### src/rtl/tsmp_input_arbiter.sv
// tsmp_input_arbiter
// Round-robin arbiter that lets three frame sources (ARP request, PTP, NMAC
// report) share one TSMP encapsulation datapath. The granted source streams
// a complete frame, which is forwarded with a single register stage. After
// each frame an idle gap lets the encapsulator return to idle. Stalled or
// malformed frames are closed with a forced tail and counted.

module tsmp_input_arbiter #(
  parameter int GAP_CYCLES     = 2,
  parameter int TIMEOUT_CYCLES = 64
) (
  input  logic         i_clk,
  input  logic         i_rst,
  input  logic [2:0]   iv_req,
  output logic [2:0]   ov_grant,
  input  logic [133:0] iv_data0,
  input  logic [133:0] iv_data1,
  input  logic [133:0] iv_data2,
  input  logic         i_data0_wr,
  input  logic         i_data1_wr,
  input  logic         i_data2_wr,
  input  logic [3:0]   iv_inport0,
  input  logic [3:0]   iv_inport1,
  input  logic [3:0]   iv_inport2,
  output logic [133:0] ov_data,
  output logic         o_data_wr,
  output logic [3:0]   ov_inport,
  output logic [15:0]  ov_abort_cnt
);

  typedef enum logic [1:0] {
    IDLE      = 2'd0,
    WAIT_HEAD = 2'd1,
    TRANS     = 2'd2,
    GAP       = 2'd3
  } state_t;

  // Word type lives in the top two bits of every frame word.
  localparam logic [1:0] TYPE_HEAD = 2'b01;
  localparam logic [1:0] TYPE_MID  = 2'b11;
  localparam logic [1:0] TYPE_TAIL = 2'b10;

  // Tail word used to close a frame the source failed to finish cleanly.
  localparam logic [133:0] FORCED_TAIL = {TYPE_TAIL, 4'h0, 128'h0};

  localparam logic [7:0]  TIMEOUT_LIM = 8'(TIMEOUT_CYCLES);
  localparam logic [15:0] GAP_LAST    = 16'(GAP_CYCLES - 1);
  localparam state_t      AFTER_FRAME = (GAP_CYCLES == 0) ? IDLE : GAP;

  // Registered state
  state_t         state_q,  state_d;
  logic [2:0]     grant_q,  grant_d;
  logic [3:0]     inport_q, inport_d;
  logic [1:0]     ptr_q,    ptr_d;     // index of the last winner
  logic [7:0]     wdog_q,   wdog_d;
  logic [15:0]    gap_q,    gap_d;
  logic [133:0]   data_q,   data_d;
  logic           wr_q,     wr_d;
  logic [15:0]    abort_q;
  logic           abort_inc;

  // Granted-source view and arbitration result
  logic           sel_wr;
  logic           sel_req;
  logic [133:0]   sel_data;
  logic [1:0]     win_idx;
  logic [3:0]     win_inport;
  logic [7:0]     wdog_inc;
  logic           wdog_expired;

  // Steer the granted source onto a single word/valid/request view.
  always_comb begin
    sel_wr   = |(grant_q & {i_data2_wr, i_data1_wr, i_data0_wr});
    sel_req  = |(grant_q & iv_req);
    sel_data = ({134{grant_q[0]}} & iv_data0)
             | ({134{grant_q[1]}} & iv_data1)
             | ({134{grant_q[2]}} & iv_data2);
  end

  // Round-robin pick: first requester after the last winner, order 0->1->2->0.
  always_comb begin
    win_idx = 2'd0;
    unique case (ptr_q)
      2'd0: begin
        if      (iv_req[1]) win_idx = 2'd1;
        else if (iv_req[2]) win_idx = 2'd2;
        else                win_idx = 2'd0;
      end
      2'd1: begin
        if      (iv_req[2]) win_idx = 2'd2;
        else if (iv_req[0]) win_idx = 2'd0;
        else                win_idx = 2'd1;
      end
      default: begin
        if      (iv_req[0]) win_idx = 2'd0;
        else if (iv_req[1]) win_idx = 2'd1;
        else                win_idx = 2'd2;
      end
    endcase
    unique case (win_idx)
      2'd0:    win_inport = iv_inport0;
      2'd1:    win_inport = iv_inport1;
      default: win_inport = iv_inport2;
    endcase
  end

  // Next-state, grant, watchdog, gap and forwarded-word logic.
  always_comb begin
    // NOTE: every signal assigned here gets a default first, so no path
    // leaves one unassigned and no latch is inferred.
    state_d      = state_q;
    grant_d      = grant_q;
    inport_d     = inport_q;
    ptr_d        = ptr_q;
    wdog_d       = wdog_q;
    gap_d        = gap_q;
    data_d       = '0;
    wr_d         = 1'b0;
    abort_inc    = 1'b0;
    wdog_inc     = wdog_q + 8'd1;
    wdog_expired = (wdog_inc == TIMEOUT_LIM);

    unique case (state_q)
      IDLE: begin
        if (|iv_req) begin
          grant_d  = 3'(3'b001 << win_idx);
          inport_d = win_inport;
          ptr_d    = win_idx;
          wdog_d   = '0;
          state_d  = WAIT_HEAD;
        end
      end

      WAIT_HEAD: begin
        if (sel_wr && sel_data[133:132] == TYPE_HEAD) begin
          data_d  = sel_data;
          wr_d    = 1'b1;
          wdog_d  = '0;
          state_d = TRANS;
        end else if (!sel_req) begin
          // Source withdrew before starting; nothing was sent, not an abort.
          grant_d = '0;
          wdog_d  = '0;
          state_d = IDLE;
        end else if (sel_wr) begin
          // Stray middle/tail before a head: drop it, source is still alive.
          wdog_d = '0;
        end else if (wdog_expired) begin
          grant_d   = '0;
          wdog_d    = '0;
          abort_inc = 1'b1;
          state_d   = IDLE;
        end else begin
          wdog_d = wdog_inc;
        end
      end

      TRANS: begin
        if (sel_wr) begin
          wdog_d = '0;
          if (sel_data[133:132] == TYPE_MID) begin
            data_d = sel_data;
            wr_d   = 1'b1;
          end else if (sel_data[133:132] == TYPE_TAIL) begin
            data_d  = sel_data;
            wr_d    = 1'b1;
            grant_d = '0;
            gap_d   = '0;
            state_d = AFTER_FRAME;
          end else begin
            // A head (or invalid type) inside a frame: close the open frame.
            data_d    = FORCED_TAIL;
            wr_d      = 1'b1;
            grant_d   = '0;
            gap_d     = '0;
            abort_inc = 1'b1;
            state_d   = AFTER_FRAME;
          end
        end else if (wdog_expired) begin
          data_d    = FORCED_TAIL;
          wr_d      = 1'b1;
          grant_d   = '0;
          wdog_d    = '0;
          gap_d     = '0;
          abort_inc = 1'b1;
          state_d   = AFTER_FRAME;
        end else begin
          wdog_d = wdog_inc;
        end
      end

      GAP: begin
        if (gap_q == GAP_LAST) begin
          gap_d   = '0;
          state_d = IDLE;
        end else begin
          gap_d = gap_q + 16'd1;
        end
      end

      default: state_d = IDLE;
    endcase
  end

  // State register and output stage.
  always_ff @(posedge i_clk or posedge i_rst) begin
    if (i_rst) begin
      state_q  <= IDLE;
      grant_q  <= '0;
      inport_q <= '0;
      ptr_q    <= 2'd2;
      wdog_q   <= '0;
      gap_q    <= '0;
      data_q   <= '0;
      wr_q     <= 1'b0;
    end else begin
      // NOTE: sequential state uses non-blocking assignments so every
      // register samples pre-edge values regardless of statement order.
      state_q  <= state_d;
      grant_q  <= grant_d;
      inport_q <= inport_d;
      ptr_q    <= ptr_d;
      wdog_q   <= wdog_d;
      gap_q    <= gap_d;
      data_q   <= data_d;
      wr_q     <= wr_d;
    end
  end

  // Saturating count of aborted frames.
  always_ff @(posedge i_clk or posedge i_rst) begin
    if (i_rst) begin
      abort_q <= '0;
    end else if (abort_inc && abort_q != 16'hFFFF) begin
      abort_q <= abort_q + 16'd1;
    end
  end

  assign ov_grant     = grant_q;
  assign ov_inport    = inport_q;
  assign ov_data      = data_q;
  assign o_data_wr    = wr_q;
  assign ov_abort_cnt = abort_q;

endmodule

### config.mk
export PLATFORM = sky130hd
export DESIGN_NAME = tsmp_input_arbiter
export DESIGN_NICKNAME = d
export VERILOG_FILES = /design/src/rtl/tsmp_input_arbiter.sv
export SDC_FILE = /design/constraint.sdc
export NUM_CORES = 1
export LEC_CHECK = 0
export BUFFER_PORTS_ARGS = -buffer_cell sky130_fd_sc_hd__buf_4
export CORE_AREA = 2 2 222 224
export CTS_CLUSTER_DIAMETER = 60
export DETAILED_ROUTE_END_ITERATION = 8
export DIE_AREA = 0 0 224 226
export PLACE_DENSITY = 0.38
export REMOVE_ABC_BUFFERS = 1
export SYNTH_ARGS = -nofsm -noshare
export SYNTH_HDL_FRONTEND = slang
export SYNTH_SLANG_ARGS = --single-unit
### constraint.sdc
create_clock -name i_clk -period 19.1 [get_ports i_clk]
set_clock_uncertainty 0.1 [all_clocks]
set_input_delay 5.73 -clock i_clk [delete_from_list [all_inputs] [get_ports i_clk]]
set_output_delay 5.73 -clock i_clk [all_outputs]
set_load 0.02 [all_outputs]
; Yosys cells after proc, flatten, opt, wreduce, memory -nomap -nowiden
; Index checks and enable logic that the tools add are counted.
; Widths: inputs -> output; s select.
[classes]
addsub = 3
mul = 0
div_mod_pow = 0
n_lt_le_gt_ge = 0
eq_ne = 19
n_shift = 1
n_mux = 54
n_bitwise = 7
n_reduce_logical = 15
[op_table]
columns = op, count
row1 = $mux 134, 5
row2 = $and 134x134->134, 3
row3 = $or 134x134->134, 2
row4 = $pmux 134 s2, 1
row5 = $mux 16, 4
row6 = $mux 8, 5
row7 = $add 16x1->16 const B, 2
row8 = $pmux 16 s2, 1
row9 = $mux 2, 14
row10 = $pmux 8 s3, 1
row11 = $mux 3, 7
row12 = $eq 16x1->1 const B, 1
row13 = $ne 16x16->1 const B, 1
row14 = $mux 1, 10
row15 = $ne 3x3->1 const B, 3
row16 = $pmux 3 s3, 1
row17 = $reduce_or 3->1, 3
row18 = $add 8x1->8 const B, 1
row19 = $eq 2x1->1 const B, 4
row20 = $eq 2x2->1 const B, 4
row21 = $eq 8x7->1 const B, 1
row22 = $ne 4x4->1 const B, 2
row23 = $pmux 2 s4, 1
row24 = $pmux 4 s2, 1
row25 = other kinds (13), 21
[word_totals]
regBits = 186
latch_bits = 0
ram_bits = 0
rom_bits = 0
in_bits = 422
wordCells = 108
n_memories = 0

; Depth between registers and ports, before layout
; Gate-level depths: netlist (run 1).
[logic_depth]
depth_word = 9
ltp_mapped = 10

; Least setup slack after synthesis (run 1)
; No wires, ideal clock.
[synth_timing]
kind = in2reg
from = input port iv_data0[133]
to = register abort_q[3], in the netlist ov_abort_cnt[3]
setup_ns = 0.131
t_arrival_ns = 7.501
required_time_ns = 18.869
slack_ns = 11.368
path_stages = 7
path_buffers = 1
path_cell_list = a222oi_1 > or3b_4 > o21a_1 > a211oi_4 > buf_6 > nand4_1 > xnor2_1
[synth_between]
elab_chain_cells = 9
elab_cells_between_ends = 13
[synth_lines]
columns = element, line_no
row1 = start: declaration, 16  ; input logic [133:0] iv_data0,
row2 = $and 134x134->134 *, 75  ; sel_data = ({134{grant_q[0]}} & iv_data0)
row3 = $or 134x134->134 *, 76  ; | ({134{grant_q[1]}} & iv_data1)
row4 = $or 134x134->134 *, 77  ; | ({134{grant_q[2]}} & iv_data2);
row5 = $eq 2x2->1, 164  ; end else if (sel_data[133:132] == TYPE_TAIL) begin
row6 = $mux 1, 164
row7 = $mux 1, 161  ; if (sel_data[133:132] == TYPE_MID) begin
row8 = $mux 1, 159  ; if (sel_wr) begin
row9 = $pmux 1 s2 *, 123  ; unique case (state_q)
row10 = $logic_and 1x1->1 *, 234  ; end else if (abort_inc && abort_q != 16'hFFFF) begin
row11 = end signal: assignment, 235  ; abort_q <= abort_q + 16'd1;
row12 = end: declaration, 59  ; logic [15:0] abort_q;
; Mark *: on every way between the ends. The rest lies on a longest branch, timed or not.
; A chain may end at the register's enable or synchronous reset.

; Worst setup path in the final report (run 1)
[layout_timing]
from = input port iv_data0[133]
to = register data_q[82], in the netlist ov_data[82]
[layout_between]
elab_chain_cells = 8
elab_cells_between_ends = 12
[layout_lines]
columns = element, line_no
row1 = $and 134x134->134 *, 75
row2 = $or 134x134->134 *, 76
row3 = $or 134x134->134 *, 77
row4 = $eq 2x2->1, 164
row5 = $mux 134, 164
row6 = $mux 134, 161
row7 = $mux 134, 159
row8 = $pmux 134 s2 *, 123
row9 = named net data_d[82], 57  ; logic [133:0] data_q, data_d;
row10 = end signal: assignment, 225  ; data_q <= data_d;
row11 = end: declaration, 57
; The timed path passes the listed nets; every way through them passes the cells marked *.

==> flow_metrics.env, run 1 <==
export IMPL_antenna_found_initial=9
export IMPL_synth_cells=782
export IMPL_die_w_um=224
export IMPL_drc=6
export IMPL_numCtsBuffers=17
export IMPL_synthFlopType="dfrtp_1"
export IMPL_area_growth_pct=66.95
export IMPL_ys_types=52
export IMPL_gp_congestion=0.8485
export IMPL_fin_crit_ns=8.228
export IMPL_min_path_type="register to register"
export IMPL_synthTopCellsByArea="dfrtp_1 55%, a222oi_1 16%, nor2_1 6.7%"
export IMPL_cts_sinks=186
export IMPL_io_buffers=579
export IMPL_ys_ff_latch=186
export IMPL_finalSetupViolations=0
export IMPL_die_area_um2=50620
export IMPL_dr_pass1_iters=9
export IMPL_fin_setup_tns_ns=0
export IMPL_cts_buffer_depth=2
export IMPL_layout_cells_non_filler=1963
export IMPL_core_area_um2=48340
export IMPL_pwr_share_comb=0.349
export IMPL_critPathArrivalTime_ns=8.44
export IMPL_finalCritPeriodShare=0.4308
export IMPL_r2r_cells=8
export IMPL_grt_max_degree=76
export IMPL_holdPathEnd="ov_inport[0]"
export IMPL_yosys_warnings=0
export IMPL_pin_count=580
export IMPL_p_int_mw=0.8243
export IMPL_overflow=0
export IMPL_ys_seq_area_frac=0.5560
export IMPL_max_cap_violations=0
export IMPL_initialDrtViolationCount=971
export IMPL_grt_pass1_vias=9352
export IMPL_num_rows=81
export IMPL_wl_per_cell_um=23.59
export IMPL_hold_start="ov_inport[0]"
export IMPL_power_leakage_nw=6.722
export IMPL_tightest_slew_ns=0.9958
export IMPL_groute_usage_overall=0.1786
export IMPL_cts_resized=0
export IMPL_vias_per_cell=4.623
export IMPL_crit_path_end_kind="register"
export IMPL_p_sw_mw=0.4704
export IMPL_hold_viol=0
export IMPL_vdd_drop_max_v=0.00006026
export IMPL_post_cts_setup_buffers=0
export IMPL_root_buffer="clkbuf_16"
export IMPL_wl_um=46300
export IMPL_synth_top_area_frac=0.5528
export IMPL_outcome="finished with violations"
export IMPL_die_h_um=226
export IMPL_dp_cells=1929
export IMPL_drive_gt1_frac=0.4765
export IMPL_async_reset_ff_frac=1.000
export IMPL_fmax_mhz=121.5
export IMPL_initial_core_util=0.1732
export IMPL_worst_setup_path_type="input port to register"
export IMPL_power_per_cell_area_nw_per_um2=92.60
export IMPL_seqPwrFrac=0.355
export IMPL_syn_area_per_cell_um2=10.71
export IMPL_slowest_stage="a222oi_1"
export IMPL_maxSlewViolCount=0
export IMPL_hold_buffers=0
export IMPL_ff2ff_setup_slack_ns=15.14
export IMPL_fin_nets=1757
export IMPL_violations="DRC"
export IMPL_hold_depth=2
export IMPL_clk_pin_slew_ns=0.07
export IMPL_route_vias_total=9074
export IMPL_synth_edf_count=0
export IMPL_grt_pass1_wl_um=64930
export IMPL_crit_top_cell="buf_4"
export IMPL_regToRegStartpoint="ov_grant[1]"
export IMPL_max_stage_delay_ns=0.74
export IMPL_r2r_end="ov_data[82]"
export IMPL_syn_area_um2=8374
export IMPL_crit_buf_inv=3
export IMPL_synth_top_cell_by_area="dfrtp_1"
export IMPL_ant_nets=0
export IMPL_path_max_fanout=55
export IMPL_ys_top_cells_by_count="185 x dfrtp_1, 150 x nor2_1, 136 x a222oi_1, 64 x clkbuf_1, 40 x nand2_1"
export IMPL_slew_limit_headroom=0.3361
export IMPL_post_dp_hpwl_um=36350
export IMPL_clock_power_share=0.296
export IMPL_synth_most_common_cell="dfrtp_1"
export IMPL_rsz0062_at_grt="false"
export IMPL_critPathLaunchType="input port"
export IMPL_tritoncts="built"
export IMPL_clock_latency_ns=0.46
export IMPL_worst_endpoint_required_ns=19.31
export IMPL_worstPathCellList="buf_4 -> a222oi_1 -> nand2b_1 -> o21ai_0 -> nand3b_1 -> buf_4 -> buf_4 -> nor2_1"
export IMPL_p_sw_frac=0.3633
export IMPL_crit_family="buffers and inverters"
export IMPL_htree_levels=4
export IMPL_cp_depth=8
[logic make-up (layout without fill, tap and decap cells)]
family                     count (synthesis)  in the layout  synth area share
DFF                                      186            186            0.5560
muxes                                      6              6          0.007321
buffers and inverters                     82            639           0.03825
AOI/OAI and AO/OA                        215            215            0.2243
and+or+nand+nor                          266            266            0.1419
other                                      0              2                 0
xor gates and xnor gates                  18             18           0.01883
adders and majority gates                  9              9           0.01345
[final cells by class]
cell class	count	area [µm²]
diodes	2	5.005
clock buffers	22	494.2
clock inverters	10	126.4
fillers	5078	34360
inverters	14	60.06
multi-input cells	514	3398
flip-flops and latches	186	4667
well taps	622	778.2
repair buffers	593	4452
[power by group through the flow]
stage / Clock, mW / Combinational, mW / Sequential [mW]
after floorplan: 0 / 0.193 / 0.506
after global placement: 0 / 0.459 / 0.466
after detailed placement: 0 / 0.456 / 0.468
after CTS: 0.400 / 0.458 / 0.460
after global routing: 0.415 / 0.497 / 0.464
final: 0.383 / 0.452 / 0.460
[cells in the final DEF, fill, tap and decap left out, types with 5 or more instances in the layout]
cell type | Yosys | final
xnor2_1 | 17 | 17
buf_4 | 1 | 593
nand3_1 | 12 | 12
a21oi_1 | 8 | 8
and3_1 | 5 | 5
a222oi_1 | 136 | 136
nor2_1 | 150 | 150
nand2b_1 | 7 | 7
mux2i_1 | 5 | 5
and2_1 | 5 | 5
nand4_1 | 10 | 10
o21ai_0 | 33 | 33
inv_1 | 14 | 13
nand2_1 | 40 | 40
nor2b_1 | 7 | 7
nor4_1 | 5 | 5
o31ai_1 | 7 | 7
ha_1 | 9 | 9
nor3_1 | 8 | 8
clkbuf_8 | 0 | 5
dfrtp_1 | 185 | 182
clkbuf_16 | 0 | 17
a31oi_1 | 6 | 6
[metrics by stage]
step                      instance area (µm²)  setup WS, ns    util  hold slack, ns  power [mW]
after CTS                               13980         10.93  0.2891          0.3881       1.318
after detailed placement                13360         10.43  0.2763          0.3725      0.9230
after floorplan                          8107         8.215       -          0.3586      0.6996
after global placement                  13360         10.55  0.2763          0.3713      0.9251
after global routing                    13980         10.70  0.2892          0.4209       1.376
final                                   13980         10.87  0.2892          0.3869       1.295
[state kept, by name, indices dropped and copies added, names as in the netlist, named ones only]
signal        flops
gap_q            16
ov_abort_cnt     16
o_data_wr         1
ov_grant          3
ov_data         134
ptr_q             2
ov_inport         4
state_q           1
wdog_q            8
[worst max-delay path by stage]
stage                   from          end
6_report       iv_data0[133]  ov_data[82]
2_1_floorplan          i_rst    async pin
4_1_cts        iv_data0[133]  ov_data[57]
3_3_place_gp   iv_data0[133]  ov_data[85]
3_5_place_dp   iv_data0[133]  ov_data[57]
5_1_grt        iv_data0[133]  ov_data[57]
[worst reg2reg max path: cells and delay by family, from the launching register on]
kind,cells,cell delay (ns)
buf+inv,3,1.56
compound gates,2,0.90
flops,1,0.66
simple gates,3,0.60
[layer usage]
| layer | GRT usage | up-vias | share of wire |
|---|---|---|---|
| li1 | - | 4133 | - |
| met1 | 0.2108 | 4468 | 0.40 |
| met2 | 0.3173 | 423 | 0.52 |
| met3 | 0.04970 | 42 | 0.073 |
| met4 | 0.04753 | 8 | 0.013 |
| met5 | 0 | - | 0.0014 |
No activity file was read; power rests on OpenSTA's default activity.
==> inputs of run 2 (changes only) <==
Settings changed: CORE_AREA 2 2 222 224 to 2 2 223 225, DIE_AREA 0 0 224 226 to 0 0 225 227.
Clock period 19.1 ns to 8.6 ns, I/O delays scaled along.
==> run 2 against run 1 <==
Net effect:
- the run still ends with DRC left
- combinational power rose by 130%
- die area is 0.89% higher
- routed wire length increased by 2.5%
- worst hold slack better by 0.0065 ns
- global-route usage increased by 0.27 points
- non-clock buffer count decreased by 2
- first-iteration DRC count decreased by 0.51%
- critical path type unchanged
==> flow_metrics.env, run 2 (synthesized netlist as in run 1, its figures left out) <==
export IMPL_utilization=0.2870
export IMPL_crit_family="simple AND/OR/NAND/NOR gates"
export IMPL_die_area_um2=51080
export IMPL_vdd_drop_max_v=0.0001434
export IMPL_clock_latency_ns=0.48
export IMPL_fin_setup_tns_ns=0
export IMPL_final_cell_mix="591 x buf_4, 182 x dfrtp_1, 150 x nor2_1"
export IMPL_power_per_cell_area_nw_per_um2=205.3
export IMPL_tightest_slew_ns=0.9237
export IMPL_maxSlewViolCount=0
export IMPL_cts_resized=0
export IMPL_htree_levels=4
export IMPL_route_vias_total=9152
export IMPL_critPathArrivalTime_ns=4.88
export IMPL_pin_count=580
export IMPL_largest_reg_flops=134
export IMPL_die_w_um=225
export IMPL_dr_pass1_iters=9
export IMPL_hold_viol=0
export IMPL_slew_limit_headroom=0.3842
export IMPL_post_dp_hpwl_um=37450
export IMPL_finalCritPeriodShare=0.5398
export IMPL_grt_pass1_wl_um=65230
export IMPL_slowest_stage="buf_4"
export IMPL_max_stage_delay_ns=0.64
export IMPL_hold_buffers=0
export IMPL_ant_nets=0
export IMPL_grt_pass1_vias=9182
export IMPL_worstPathCellList="buf_4 -> a222oi_1 -> nand2b_1 -> o21ai_0 -> nand3b_1 -> buf_4 -> nor2_1"
export IMPL_num_rows=81
export IMPL_hold_depth=2
export IMPL_post_cts_setup_buffers=0
export IMPL_worst_endpoint_required_ns=8.83
export IMPL_violations="DRC"
export IMPL_die_h_um=227
export IMPL_seq_area_um2=4667
export IMPL_core_area_um2=48550
export IMPL_outcome="finished with violations"
export IMPL_root_buffer="clkbuf_16"
export IMPL_area_growth_pct=66.40
export IMPL_clk_pin_slew_ns=0.07
export IMPL_drive_gt1_frac=0.4757
export IMPL_finalSetupViolations=0
export IMPL_tritoncts="built"
export IMPL_groute_usage_overall=0.1813
export IMPL_initial_core_util=0.1725
export IMPL_max_cap_violations=0
export IMPL_numCtsBuffers=17
export IMPL_antenna_found_initial=4
export IMPL_overflow=0
export IMPL_cp_depth=7
export IMPL_crit_buf_inv=2
export IMPL_worst_setup_path_type="input port to register"
export IMPL_path_max_fanout=64
export IMPL_initialDrtViolationCount=966
export IMPL_final_common_cell="buf_4"
export IMPL_cts_sinks=186
export IMPL_wl_per_cell_um=24.20
export IMPL_gp_congestion=0.8235
export IMPL_critPathLaunchType="input port"
export IMPL_fin_nets=1755
export IMPL_crit_top_cell="buf_4"
export IMPL_r2r_cells=5
export IMPL_grt_max_degree=78
export IMPL_drc=3
export IMPL_vias_per_cell=4.669
export IMPL_power_leakage_nw=6.694
export IMPL_fillers=5186
export IMPL_rsz0062_at_grt="false"
export IMPL_fmax_mhz=215.4
export IMPL_min_path_type="register to register"
export IMPL_multiInputGateArea_um2=3398
export IMPL_whs_ns=0.3933
export IMPL_wl_um=47440
export IMPL_cts_buffer_depth=2
export IMPL_fin_crit_ns=4.643
export IMPL_crit_path_end_kind="register"
export IMPL_io_buffers=579
run 2: final cells by class:
cell class / count / share of cell area
flip-flops and latches: 186 / 0.3349
repair buffers: 591 / 0.3184
multi-input cells: 514 / 0.2439
well taps: 622 / 0.05585
clock buffers: 19 / 0.03250
clock inverters: 13 / 0.009967
inverters: 14 / 0.004310
diodes: 1 / 0.0001796
run 2: power by group:
part | switching, mW | internal, mW | leakage [nW]
Clock | 0.382 | 0.445 | 0.290
Sequential | 0.0797 | 0.930 | 2.58
Combinational | 0.596 | 0.428 | 3.83
Total | 1.06 | 1.80 | 6.69
run 2: worst register-to-register path, stage by stage (launching register included):
cell      delay (ns)
dfrtp_4         0.74
a222oi_1        0.81
o21ai_0         0.19
nand3b_1        0.40
buf_4           0.65
nor2_1          0.23
run 2: final timing paths:
kind | startpoint | slack, ns | to
min | ov_inport[0] | 0.39 | ov_inport[0]
min in group asynchronous | i_rst | 2.03 | ov_data[94]
max reg2reg | ov_grant[2] | 5.33 | ov_data[95]
min reg2reg | ov_inport[0] | 0.39 | ov_inport[0]
max in group asynchronous | i_rst | 5.02 | ov_data[100]
max | iv_data0[133] | 3.96 | ov_data[95]
run 2: layer usage:
layer	wire length, µm	part of all wire	vias to the layer above	global-route usage
li1	-	-	4125	-
met5	23	0.00048	-	0
met1	18450	0.39	4555	0.2105
met4	732	0.015	4	0.04956
met2	23850	0.50	432	0.3131
met3	4377	0.092	36	0.06789
run 2: stage by stage:
stage                     setup slack [ns]  total power, mW  std cells  area, µm²
after CTS                            3.938            2.914       1959      13930
after global routing                 3.737            3.021       1960      13930
after floorplan                     0.8646            1.554        714       8107
after detailed placement             3.391            2.055       1927      13340
after global placement               3.462            2.070       1927      13340
final                                3.958            2.860       1960      13930
